[src/rtl/adau_pkg.sv]
// Shared constants for the ADAU1761 codec control path: command width,
// arbiter FSM encoding and fixed requester slots.
package adau_pkg;

  localparam int ADAU_CMD_W = 32;

  localparam logic [1:0] ST_IDLE  = 2'd0;
  localparam logic [1:0] ST_LATCH = 2'd1;
  localparam logic [1:0] ST_ISSUE = 2'd2;

  localparam int REQ_INIT = 0;
  localparam int REQ_VOL  = 1;
  localparam int REQ_CPU  = 2;

endpackage

[src/rtl/adau_rr_picker.sv]
// Rotating priority encoder: returns the first set bit of valid_i strictly
// after ptr_i, wrapping around. Purely combinational.
module adau_rr_picker #(
  parameter int N     = 3,
  parameter int IDX_W = $clog2(N)
) (
  input  logic [N-1:0]     valid_i,
  input  logic [IDX_W-1:0] ptr_i,
  output logic [IDX_W-1:0] winner_o,
  output logic             found_o
);

  int idx;

  // NOTE: every output and temporary gets a default at the top of
  // always_comb, so no path through the block can infer a latch.
  always_comb begin
    winner_o = '0;
    found_o  = 1'b0;
    idx      = 0;
    for (int off = 1; off <= N; off++) begin
      idx = (int'(ptr_i) + off) % N;
      if (!found_o && valid_i[idx]) begin
        found_o  = 1'b1;
        winner_o = IDX_W'(idx);
      end
    end
  end

endmodule

[src/rtl/adau_spi_arbiter.sv]
// Round-robin arbiter sharing adau_spi_master between command sources, with
// init gating and burst lock. Define ADAU_ARB_WATCHDOG_EN for the ISSUE timeout.
module adau_spi_arbiter
  import adau_pkg::*;
#(
  parameter int NUM_REQ = 3,
  parameter int CMD_W   = ADAU_CMD_W,
  parameter int TIMEOUT = 4096
) (
  input  logic                     clk,
  input  logic                     reset_n,
  input  logic                     init_done,
  input  logic [NUM_REQ-1:0]       req_valid,
  input  logic [NUM_REQ-1:0]       req_lock,
  input  logic [NUM_REQ*CMD_W-1:0] req_cmd,
  output logic [NUM_REQ-1:0]       req_ready,
  output logic [CMD_W-1:0]         spi_cmd,
  output logic                     spi_valid,
  input  logic                     spi_ready,
  output logic [NUM_REQ-1:0]       grant,
  output logic                     busy,
  output logic                     timeout_err
);

  localparam int               IDX_W     = $clog2(NUM_REQ);
  localparam logic [IDX_W-1:0] PTR_RESET = IDX_W'(NUM_REQ - 1);

  logic [1:0]         state_q,     state_d;
  logic [IDX_W-1:0]   ptr_q,       ptr_d;
  logic [IDX_W-1:0]   winner_q,    winner_d;
  logic [NUM_REQ-1:0] grant_q,     grant_d;
  logic [CMD_W-1:0]   spi_cmd_q,   spi_cmd_d;
  logic               spi_valid_q, spi_valid_d;

  logic [NUM_REQ-1:0] init_mask;
  logic [NUM_REQ-1:0] elig;
  logic [IDX_W-1:0]   rr_winner;
  logic               rr_found;
  logic               lock_hit;
  logic               wd_fire;

  // Before init completes only the init command list may reach the codec.
  assign init_mask = NUM_REQ'(1) << REQ_INIT;
  assign elig      = init_done ? req_valid : (req_valid & init_mask);

  // The last owner is ptr_q; grant_q is zero only before the first command.
  assign lock_hit = (grant_q != '0) && elig[ptr_q] && req_lock[ptr_q];

  adau_rr_picker #(
    .N     (NUM_REQ),
    .IDX_W (IDX_W)
  ) u_picker (
    .valid_i  (elig),
    .ptr_i    (ptr_q),
    .winner_o (rr_winner),
    .found_o  (rr_found)
  );

  always_comb begin
    state_d     = state_q;
    ptr_d       = ptr_q;
    winner_d    = winner_q;
    grant_d     = grant_q;
    spi_cmd_d   = spi_cmd_q;
    spi_valid_d = spi_valid_q;
    case (state_q)
      ST_IDLE: begin
        if (spi_ready && rr_found) begin
          winner_d = lock_hit ? ptr_q : rr_winner;
          state_d  = ST_LATCH;
        end
      end
      ST_LATCH: begin
        spi_cmd_d         = req_cmd[winner_q*CMD_W +: CMD_W];
        grant_d           = '0;
        grant_d[winner_q] = 1'b1;
        ptr_d             = winner_q;
        spi_valid_d       = 1'b1;
        state_d           = ST_ISSUE;
      end
      ST_ISSUE: begin
        if (spi_ready || wd_fire) begin
          spi_valid_d = 1'b0;
          state_d     = ST_IDLE;
        end
      end
      default: begin
        spi_valid_d = 1'b0;
        state_d     = ST_IDLE;
      end
    endcase
  end

  // NOTE: registers use non-blocking assignments so every flop samples the
  // pre-edge values of the others, independent of statement order.
  always_ff @(posedge clk) begin
    if (!reset_n) begin
      state_q     <= ST_IDLE;
      ptr_q       <= PTR_RESET;
      winner_q    <= '0;
      grant_q     <= '0;
      spi_cmd_q   <= '0;
      spi_valid_q <= 1'b0;
    end else begin
      state_q     <= state_d;
      ptr_q       <= ptr_d;
      winner_q    <= winner_d;
      grant_q     <= grant_d;
      spi_cmd_q   <= spi_cmd_d;
      spi_valid_q <= spi_valid_d;
    end
  end

  always_comb begin
    req_ready = '0;
    if (state_q == ST_LATCH) begin
      req_ready[winner_q] = 1'b1;
    end
  end

`ifdef ADAU_ARB_WATCHDOG_EN
  localparam int CNT_W = $clog2(TIMEOUT + 1);

  logic [CNT_W-1:0] wd_cnt_q, wd_cnt_d;
  logic             wd_err_q, wd_err_d;

  assign wd_fire = (state_q == ST_ISSUE) && !spi_ready &&
                   (wd_cnt_q == CNT_W'(TIMEOUT - 1));

  always_comb begin
    wd_cnt_d = wd_cnt_q;
    wd_err_d = wd_err_q | wd_fire;
    if (state_q == ST_LATCH) begin
      wd_cnt_d = '0;
    end else if (state_q == ST_ISSUE && !spi_ready) begin
      wd_cnt_d = wd_cnt_q + 1'b1;
    end
  end

  always_ff @(posedge clk) begin
    if (!reset_n) begin
      wd_cnt_q <= '0;
      wd_err_q <= 1'b0;
    end else begin
      wd_cnt_q <= wd_cnt_d;
      wd_err_q <= wd_err_d;
    end
  end

  assign timeout_err = wd_err_q;
`else
  assign wd_fire     = 1'b0;
  assign timeout_err = 1'b0;
`endif

  assign spi_cmd   = spi_cmd_q;
  assign spi_valid = spi_valid_q;
  assign grant     = grant_q;
  assign busy      = (state_q != ST_IDLE);

endmodule
[config.mk]
export PLATFORM = sky130hd
export DESIGN_NAME = adau_spi_arbiter
export DESIGN_NICKNAME = d
export VERILOG_FILES = /design/src/rtl/adau_pkg.sv /design/src/rtl/adau_rr_picker.sv /design/src/rtl/adau_spi_arbiter.sv
export SDC_FILE = /design/constraint.sdc
export NUM_CORES = 1
export LEC_CHECK = 0
export ABC_AREA = 0
export BUFFER_PORTS_ARGS = -buffer_cell sky130_fd_sc_hd__buf_2
export CORE_MARGIN = 8
export CORE_UTILIZATION = 40
export DETAILED_ROUTE_END_ITERATION = 7
export PLACE_DENSITY_LB_ADDON = 0.05
export SLEW_MARGIN = 10
export SYNTH_ARGS = -nofsm -noshare
export SYNTH_HDL_FRONTEND = slang
export SYNTH_SLANG_ARGS = --single-unit
export TNS_END_PERCENT = 1
[constraint.sdc]
create_clock -name clk -period 4.1 [get_ports clk]
set_input_delay 0.82 -clock clk [delete_from_list [all_inputs] [get_ports clk]]
set_output_delay 0.82 -clock clk [all_outputs]
set_load 0.02 [all_outputs]
# After elaboration in Yosys (flattened, before gate mapping)
# Index checks and enable logic that the tools add are counted.
# W data, S select, Z words.
[word_totals]
input_bits = 106
ff_bits = 42
output_inout_bits = 41
[classes]
mux = 29
n_reduce_logical = 14
shift = 1
n_lt_le_gt_ge = 6
div_mod_pow = 3
eq_ne = 4
addsub = 3
n_bitwise = 1
[op_table]
columns = ["operator", "count"]
rows = [
  ["$lt A32 B4 Y1 const B", 3],
  ["$mod A32 B3 Y32 const B", 3],
  ["$shiftx A96 B8 Y32", 1],
  ["$mux W1", 13],
  ["$mux W2", 6],
  ["$bmux W1 S2", 5],
  ["$add A2 B2 Y3 const B", 2],
  ["$logic_and A1 B1 Y1", 6],
  ["$lt A2 B3 Y1 const B", 2],
  ["$mux W3", 2],
  ["$pmux W2 S3", 1],
  ["$reduce_and A2 Y1", 3],
  ["$ne A2 B2 Y1 const B", 2],
  ["$add A2 B1 Y3 const B", 1],
  ["$pmux W1 S3", 1],
  ["$reduce_bool A3 Y1", 1],
  ["$demux W1 S2", 1],
  ["$eq A2 B1 Y1 const B", 1],
  ["$eq A2 B2 Y1 const B", 1],
  ["$ge A2 B1 Y1 const B", 1],
  ["$logic_not A1 Y1", 2],
  ["$logic_not A2 Y1", 1],
  ["$reduce_bool A2 Y1", 1],
  ["$not A1 Y1", 1],
]

# Depth between registers and ports, before layout
# Gate-level depths: netlist (run 1).
[depth]
word_depth = 15
mapped_depth = 8
depth_no_buf = 7

# Hierarchy
# From an unflattened synthesis (run 1), not the netlist that was laid out.
[hier_totals]
cells_unflattened = 275
hier_area_um2 = 2391.0
[modules_own_cells]
columns = ["mod", "cells_per_inst", "area_each_um2", "n_inst", "seq_area_each_um2"]
rows = [
  ["adau_spi_arbiter", 255, 2259.7, 1, 840.8],
  ["adau_rr_picker", 20, 131.4, 1, 0.0],
]

# Least setup slack after synthesis (run 1)
# OpenSTA, ideal clock, no wires.
[synth_path]
kind = "reg-to-output"
from = "reg state_q[1]"
to = "out req_ready[0]"
required_ns = 3.280
slack_ns = 1.873
stages_incl_launch_ff = 7
arrival_ns = 1.407
cell_sequence = "dfxtp_1 > nand2b_1 > clkbuf_1 > or2_2 > buf_6 > buf_6 > nor2_1"
[synth_between]
elab_chain_cells = 2
[synth_lines]
columns = ["item", "line_no", "rtl"]
rows = [
  ["start: declaration", "adau_spi_arbiter.sv:28", "logic [1:0] state_q, state_d;"],
  ["start signal: assignment", "adau_spi_arbiter.sv:105", "state_q <= state_d;"],
  ["$eq A2 B1 Y1", "adau_spi_arbiter.sv:116", "if (state_q == ST_LATCH) begin"],
  ["$mux W3", "adau_spi_arbiter.sv:116", ""],
  ["end: declaration", "adau_spi_arbiter.sv:16", "output logic [NUM_REQ-1:0] req_ready,"],
]
# Every way passes these cells.

# Worst setup path after layout (run 1)
[layout_path]
from = "reg state_q[1]"
to = "out req_ready[2]"
# The elaborated chain is that of the path after synthesis.

==> impl_metrics.json, run 1 <==
{
  "status": "completed",
  "tns_ps": 0,
  "yosysTopAreaCell": "dfxtp_1",
  "syn_area_per_cell_um2": 8.875,
  "slew_headroom_pct": 55.05,
  "synth_flop_cell": "dfxtp_1",
  "yosysTopAreaCellShare_pct": 36.86,
  "cts_hold_repair.buffers": 0,
  "rsz0062_at_grt": "no",
  "place_hpwl_um": 5377,
  "fin_crit_ps": 2595,
  "netlist_instances": 257,
  "power_density_nw_per_um2": 315.0,
  "die_w_um": 91.52,
  "hold_ws_ps": 478.9,
  "num_antenna_cells": 0,
  "clk_pin_slew_ps": 70,
  "cts.sinks": 42,
  "cp-end-kind": "primary output",
  "grt_pass1_vias": 2544,
  "gp_congestion": 0.7434,
  "grt_pass1_wl_um": 11670,
  "antenna_found_initial": 0,
  "clk_path_buf_depth": 2,
  "fin_cells": 463,
  "crit_arrival_ps": 1770,
  "fin_skew_ps": 10.93,
  "grt.overflow.total": 0,
  "power.leakage_uw": 0.001400,
  "route.met3.wl_um": 739,
  "max_freq_ghz": 0.3854,
  "power_uw": 982.9,
  "rows": 27,
  "cts_resized": 0,
  "num_vias": 2319,
  "grt_usage_pct": 16.66,
  "drc": 0,
  "synth_async_sr_flop_share_pct": 0,
  "required_ps": 3280,
  "yosys_warnings": 0,
  "synth_area_um2": 2281,
  "drv_cap": 0,
  "vdd_ir_drop_max_mv": 0.1563,
  "wl_per_cell_um": 15.38,
  "insertion_delay_ps": 290,
  "synth_area_leaders": "dfxtp_1 37%, mux2i_1 14%, a221oi_1 12%, nor2b_1 10%, nor2_1 6.6%",
  "postCtsSetupRepairBufs": 0,
  "hold_path_class": "reg -> reg",
  "synth.ff_latch_count": 42,
  "final-hold-violation-count": 0,
  "drt-initial-drc-count": 84,
  "first_pass_iters": 4,
  "grt_max_degree": 44,
  "setup_viol": 0,
  "synth.most_common_cell": "dfxtp_1",
  "io_pins": 147,
  "cts_made_buffers": 5,
  "initial_core_util_pct": 41.42,
  "die_h_um": 91.52,
  "ant_nets": 0,
  "routed_wl_um": 7123,
  "root_buffer": "clkbuf_8",
  "highest_layer": "met4",
  "dp_cells": 455,
  "cp-start-kind": "register",
  "cp_cell_sequence": "nand2b_2, or2_2, nor2_1, buf_2",
  "timing.final.crit_share_pct": 63.29,
  "crit_path_max_fanout": 34,
  "fp.dieArea_um2": 8375,
  "syn-num-nets": 365,
  "drive_above_1_share_pct": 41.69,
  "slew_violations": 0,
  "cts_tree": "yes",
  "syn_to_final_growth_pct": 36.81,
  "synth_common_cells": "42 x dfxtp_1, 40 x nor2_1, 37 x nor2b_1",
  "portBuffers": 145,
  "core-area_um2": 5507,
  "htreeDepth": 2,
  "synth_edf_count": 0,
  "path_class": "reg -> out",
  "slowest_stage": "or2_2",
  "met2_length_um": 3418,
  "synth.distinct_cells": 37,
  "vias_per_cell": 5.009,
  "fin_nets": 498,
  "worst_pin_slew_ps": 674.2,
  "synth-seq-area-share_pct": 36.86,
  "cpPeakStageDelay_ps": 550,
  "wl_met1_um": 2910
}
-- per-layer routing --
layer | vias to the layer above | global-route usage, %
met5 | - | 0
met4 | 0 | 3.683
met3 | 5 | 8.395
met2 | 88 | 29.17
met1 | 1041 | 17.38
li1 | 1185 | -
-- area by class of cell --
cell class / instances / area, um^2
Clock buffer: 7 / 76.32
Clock inverter: 1 / 30.03
Fill cell: 531 / 2386
Inverter: 5 / 18.77
Multi-Input combinational cell: 188 / 1315
Sequential cell: 42 / 842.1
Tap cell: 72 / 90.09
Timing Repair Buffer: 148 / 748.2
-- path summary, 6_finish.rpt --
kind                           startpoint  slack (ps)                  endpoint  depth (start not counted)
setup / recovery  state_q[1]$_SDFFE_PN0P_        1510              req_ready[2]                          4
hold / removal     spi_valid$_SDFFE_PN0P_         480    spi_valid$_SDFFE_PN0P_                          1
setup reg to reg    ptr_q[0]$_SDFFE_PN0P_        2070  winner_q[0]$_SDFFE_PN0P_                          6
hold reg to reg    spi_valid$_SDFFE_PN0P_         480    spi_valid$_SDFFE_PN0P_                          1
-- through the flow --
step	setup slack [ps]	util [%]	instance area, um^2
final	1505	56.67	3120
after global routing	1409	56.67	3120
after CTS	1493	56.67	3120
after detailed placement	1798	54.74	3014
after global placement	1851	54.74	3014
after floorplan	1873	-	2281
-- cells by family (layout without fill, tap and decap cells) --
logic type	Yosys count	in the layout	share of synthesized area, %
flip-flops	42	42	36.86
AND/OR/NAND/NOR	98	98	21.78
AO/OA/AOI/OAI	52	52	18.82
other	1	1	0.1644
adder cells (fa/ha/maj)	4	4	2.029
multiplexers	33	33	14.48
buffers and inverters	27	161	5.870
-- cells in the final DEF (no fill, tap or decap), types with 2 or more instances in the layout --
| cell type | netlist | routed |
|---|---|---|
| a221oi_1 | 32 | 32 |
| inv_1 | 5 | 5 |
| clkbuf_1 | 8 | 2 |
| buf_4 | 1 | 3 |
| mux2i_1 | 33 | 33 |
| clkbuf_8 | 0 | 5 |
| dfxtp_1 | 42 | 41 |
| buf_2 | 10 | 145 |
| nor3_1 | 4 | 4 |
| nor2b_1 | 37 | 37 |
| nand2_1 | 7 | 7 |
| o21ai_0 | 3 | 3 |
| ha_1 | 2 | 2 |
| o21a_1 | 2 | 2 |
| nor2_1 | 40 | 40 |
| a21oi_1 | 6 | 6 |
| nand3_1 | 3 | 3 |
-- critical path: cells and delay by family (launching register included) --
kind | cells | cell delay, ps
and+or+nand+nor | 3 | 970
buffers and inverters | 1 | 200
DFF | 1 | 330
-- sequential cells by signal, summed over array words and instances, names as in the netlist --
name       flops
grant          3
winner_q       2
ptr_q          2
spi_valid      1
spi_cmd       32
state_q        2
-- power breakdown --
part           internal (uW)  leakage (uW)  switching (uW)
Sequential               431      0.000342            16.1
Combinational            105       0.00101             115
Clock                    182     0.0000524             134
No activity file was read; power rests on OpenSTA's default activity.
==> inputs of run 2 (changes only) <==
clock period = 2.6 ns   (was 4.1 ns; I/O delays follow)
==> impl_metrics.json, run 2 (same netlist as run 1, synthesis figures left out) <==
{
  "path_class": "reg -> out",
  "slew_violations": 0,
  "r2r-end": "winner_q[1]$_SDFFE_PN0P_",
  "num_vias": 2355,
  "r2r_cells": 6,
  "dpl_cell_area_um2": 3029,
  "crit_path_max_fanout": 11,
  "worstHoldPathCells": 3,
  "fin_cells": 465,
  "min_from": "req_cmd[38]",
  "max_freq_ghz": 0.4813,
  "hold_path_end": "spi_cmd[6]$_SDFFE_PN0P_",
  "vdd_ir_drop_max_mv": 0.2686,
  "place_hpwl_um": 5353,
  "num_antenna_cells": 0,
  "grt_max_degree": 44,
  "clk_path_buf_depth": 2,
  "syn_to_final_growth_pct": 37.63,
  "htreeDepth": 2,
  "cts_hold_repair.buffers": 0,
  "hold_path_class": "in -> reg",
  "vias_per_cell": 5.065,
  "layout_common_cells": "145 x buf_2, 41 x dfxtp_1, 40 x nor2_1, 37 x nor2b_1, 33 x mux2i_1",
  "crit_arrival_ps": 1560,
  "cts.sinks": 42,
  "die_w_um": 91.52,
  "power.leakage_uw": 0.001415,
  "rows": 27,
  "cp-start-kind": "register",
  "drt-initial-drc-count": 55,
  "fin_skew_ps": 4.506,
  "reg2reg_slack_ps": 600,
  "die_h_um": 91.52,
  "gp_congestion": 0.8040,
  "fp.dieArea_um2": 8375,
  "final_common_cell": "buf_2",
  "clk_pin_slew_ps": 70,
  "antenna_found_initial": 0,
  "rsz0062_at_grt": "no",
  "drive_above_1_share_pct": 42.49,
  "cts_resized": 0,
  "power_density_nw_per_um2": 488.9,
  "portBuffers": 145,
  "r2r-start": "ptr_q[0]$_SDFFE_PN0P_",
  "grt_usage_pct": 16.31,
  "core-area_um2": 5507,
  "required_ps": 2080,
  "final-hold-violation-count": 0,
  "drv_cap": 0,
  "timing.final.crit_share_pct": 79.91,
  "first_pass_iters": 4,
  "cts_made_buffers": 5,
  "worst_pin_slew_ps": 613.3,
  "power_uw": 1535,
  "fin_crit_ps": 2078,
  "insertion_delay_ps": 290,
  "root_buffer": "clkbuf_8",
  "hold_ws_ps": 493.6,
  "io_pins": 147,
  "slew_headroom_pct": 59.11,
  "drc": 0,
  "dp_cells": 457,
  "setup_viol": 0,
  "postCtsSetupRepairBufs": 0,
  "initial_core_util_pct": 41.42,
  "tns_ps": 0,
  "grt_pass1_vias": 2422,
  "largest_reg_flops": 32,
  "grt.overflow.total": 0,
  "final_area_um2": 3139,
  "fin_nets": 500,
  "wl_per_cell_um": 15.32,
  "ant_nets": 0,
  "status": "completed",
  "cts_tree": "yes",
  "grt_pass1_wl_um": 11420,
  "routed_wl_um": 7125,
  "cp-end-kind": "primary output"
}
run 2: cell types whose count changed in the layout (fill, tap and decap cells not counted), sizes merged:
cell | before | now
buf | 148 | 150
clkbuf | 7 | 8
bufinv | 1 | 0
run 2: how the worst max path moves through the flow:
stage | slack (ps) | cells past startpoint | start | to
final | 520 | 4 | state_q[1]$_SDFFE_PN0P_ | req_ready[0]
after detailed placement | 610 | 6 | ptr_q[0]$_SDFFE_PN0P_ | winner_q[1]$_SDFFE_PN0P_
after floorplan | 670 | 6 | state_q[1]$_SDFFE_PN0P_ | req_ready[0]
after global placement | 670 | 6 | ptr_q[0]$_SDFFE_PN0P_ | winner_q[1]$_SDFFE_PN0P_
after CTS | 490 | 4 | state_q[1]$_SDFFE_PN0P_ | req_ready[0]
after global routing | 420 | 4 | state_q[1]$_SDFFE_PN0P_ | req_ready[0]
run 2: worst max-delay path: stages (launching register included):
cell and delay, ps:
dfxtp_1 340, nand2b_2 180, or2_2 390, nor2_1 170, buf_2 190
run 2: power breakdown:
group	internal (uW)	switching (uW)
registers	679	22.7
clock network	268	215
logic	167	183
total	1110	421
run 2: layout make-up:
| class | instances | area (um^2) |
|---|---|---|
| Inverter | 5 | 18.77 |
| Clock buffer | 8 | 110.1 |
| Multi-Input combinational cell | 188 | 1315 |
| Fill cell | 553 | 2367 |
| Timing Repair Buffer | 150 | 763.2 |
| Tap cell | 72 | 90.09 |
| Sequential cell | 42 | 842.1 |
run 2: metrics by stage:
step | utilization (%) | worst slack [ps]
4_1_cts | 57.01 | 491.6
3_3_place_gp | 55.01 | 666.4
5_1_grt | 57.01 | 423.7
3_5_place_dp | 55.01 | 607.6
6_report | 57.01 | 522.2
2_1_floorplan | - | 672.7
run 2: layer usage:
layer | up-vias | track usage [%] | share of wire [%]
met5 | - | 0 | 0
li1 | 1191 | - | -
met2 | 89 | 27.37 | 47
met4 | 0 | 5.184 | 1.4
met1 | 1066 | 18.00 | 43
met3 | 9 | 7.243 | 9.1
==> inputs of run 3 (changes only) <==
clock period = 2.05 ns   (was 2.6 ns; I/O delays follow)
==> impl_metrics.json, run 3 (same netlist as run 1, synthesis figures left out) <==
{
  "cts_tree": "yes",
  "cts_made_buffers": 5,
  "crit_arrival_ps": 2130,
  "fp.dieArea_um2": 8375,
  "final_common_cell": "buf_2",
  "largest_reg_flops": 32,
  "clk_path_buf_depth": 2,
  "power_density_nw_per_um2": 590.5,
  "dp_cells": 462,
  "cts.sinks": 42,
  "layout_common_cells": "145 x buf_2, 41 x dfxtp_1, 40 x nor2_1, 37 x nor2b_1, 33 x mux2i_1",
  "cp-start-kind": "register",
  "path_class": "reg -> reg",
  "power.leakage_uw": 0.001431,
  "fin_cells": 468,
  "drive_above_1_share_pct": 42.93,
  "slew_headroom_pct": 59.98,
  "place_hpwl_um": 5603,
  "vias_per_cell": 5.071,
  "core-area_um2": 5507,
  "portBuffers": 145,
  "fin_skew_ps": 3.883,
  "grt_max_degree": 44,
  "setup_viol": 0,
  "first_pass_iters": 4,
  "grt_pass1_vias": 2382,
  "io_pins": 147,
  "antenna_found_initial": 0,
  "hold_path_class": "in -> reg",
  "insertion_delay_ps": 290,
  "gp_congestion": 0.8370,
  "num_vias": 2373,
  "final-hold-violation-count": 0,
  "required_ps": 2260,
  "grt.overflow.total": 0,
  "reg2reg_slack_ps": 140,
  "vdd_ir_drop_max_mv": 0.2956,
  "drt-initial-drc-count": 98,
  "fin_nets": 505,
  "wl_per_cell_um": 15.43,
  "htreeDepth": 2,
  "drv_cap": 0,
  "num_antenna_cells": 0,
  "die_w_um": 91.52,
  "crit_path_max_fanout": 5,
  "tns_ps": 0,
  "rows": 27,
  "die_h_um": 91.52,
  "cp-end-kind": "register",
  "root_buffer": "clkbuf_8",
  "slew_violations": 0,
  "grt_usage_pct": 16.56,
  "routed_wl_um": 7223,
  "grt_pass1_wl_um": 11430,
  "clk_pin_slew_ps": 80,
  "ant_nets": 0,
  "max_freq_ghz": 0.5223,
  "worst_pin_slew_ps": 600.2,
  "timing.final.crit_share_pct": 93.40,
  "drc": 0,
  "rsz0062_at_grt": "no",
  "initial_core_util_pct": 41.42,
  "syn_to_final_growth_pct": 38.73,
  "status": "completed",
  "fin_crit_ps": 1915,
  "cts_hold_repair.buffers": 0
}
-- run 3: cell types whose count changed in the layout (fill, tap and decap cells not counted) --
cell / change
or2_2: -1
clkbuf_8: -2
or2_4: +1
buf_12: +1
buf_4: +4
-- run 3: report_power, final --
part,switching (uW),total [uW],internal [uW]
clock,264,524,260
combinational,232,452,219
sequential,31.8,893,862
total,528,1870,1340
-- run 3: worst paths after layout --
| kind | from | to | cells past startpoint |
|---|---|---|---|
| worst min-delay path | req_cmd[34] | spi_cmd[2]$_SDFFE_PN0P_ | 3 |
| worst min register to register | spi_valid$_SDFFE_PN0P_ | spi_valid$_SDFFE_PN0P_ | 1 |
| worst max-delay path | ptr_q[0]$_SDFFE_PN0P_ | winner_q[1]$_SDFFE_PN0P_ | 6 |
| worst max register to register | ptr_q[0]$_SDFFE_PN0P_ | winner_q[1]$_SDFFE_PN0P_ | 6 |
-- run 3: critical path, stage by stage (launching register included) --
cell and delay (ps):
dfxtp_1 400, inv_1 80, ha_1 330, maj3_2 340
a2111oi_4 440, o2111ai_1 150, o21ai_0 110
-- run 3: cell type report --
class | count | area [um^2]
clock buffers | 6 | 82.58
fillers | 540 | 2342
inverters | 5 | 18.77
multi-input cells | 188 | 1318
flip-flops and latches | 42 | 842.1
well taps | 72 | 90.09
repair buffers | 155 | 813.3
-- run 3: stage by stage --
step                      instance area [um^2]  utilization [%]  worst slack, ps  power [uW]  hold slack, ps
final                                     3164            57.46            135.4        1869           380.6
after global routing                      3164            57.46            10.04        1977           378.5
after CTS                                 3162            57.42            34.25        1891           373.0
after detailed placement                  3079            55.92            149.2        1368           486.3
after global placement                    3079            55.92            176.6        1362           478.5
after floorplan                           2281                -            230.3        1174           461.4
-- run 3: metal layers --
layer | global-route usage [%] | share of wire, %
met4 | 3.683 | 0.72
met2 | 26.53 | 47
met3 | 7.572 | 8.6
met5 | 0 | 0
met1 | 19.69 | 43
-- run 3: repair_timing --
item,4_1_cts,5_1_grt
buffers inserted,0,0
hold endpoints to repair,0,0
setup endpoints to repair,0,2
gates resized for setup,0,1
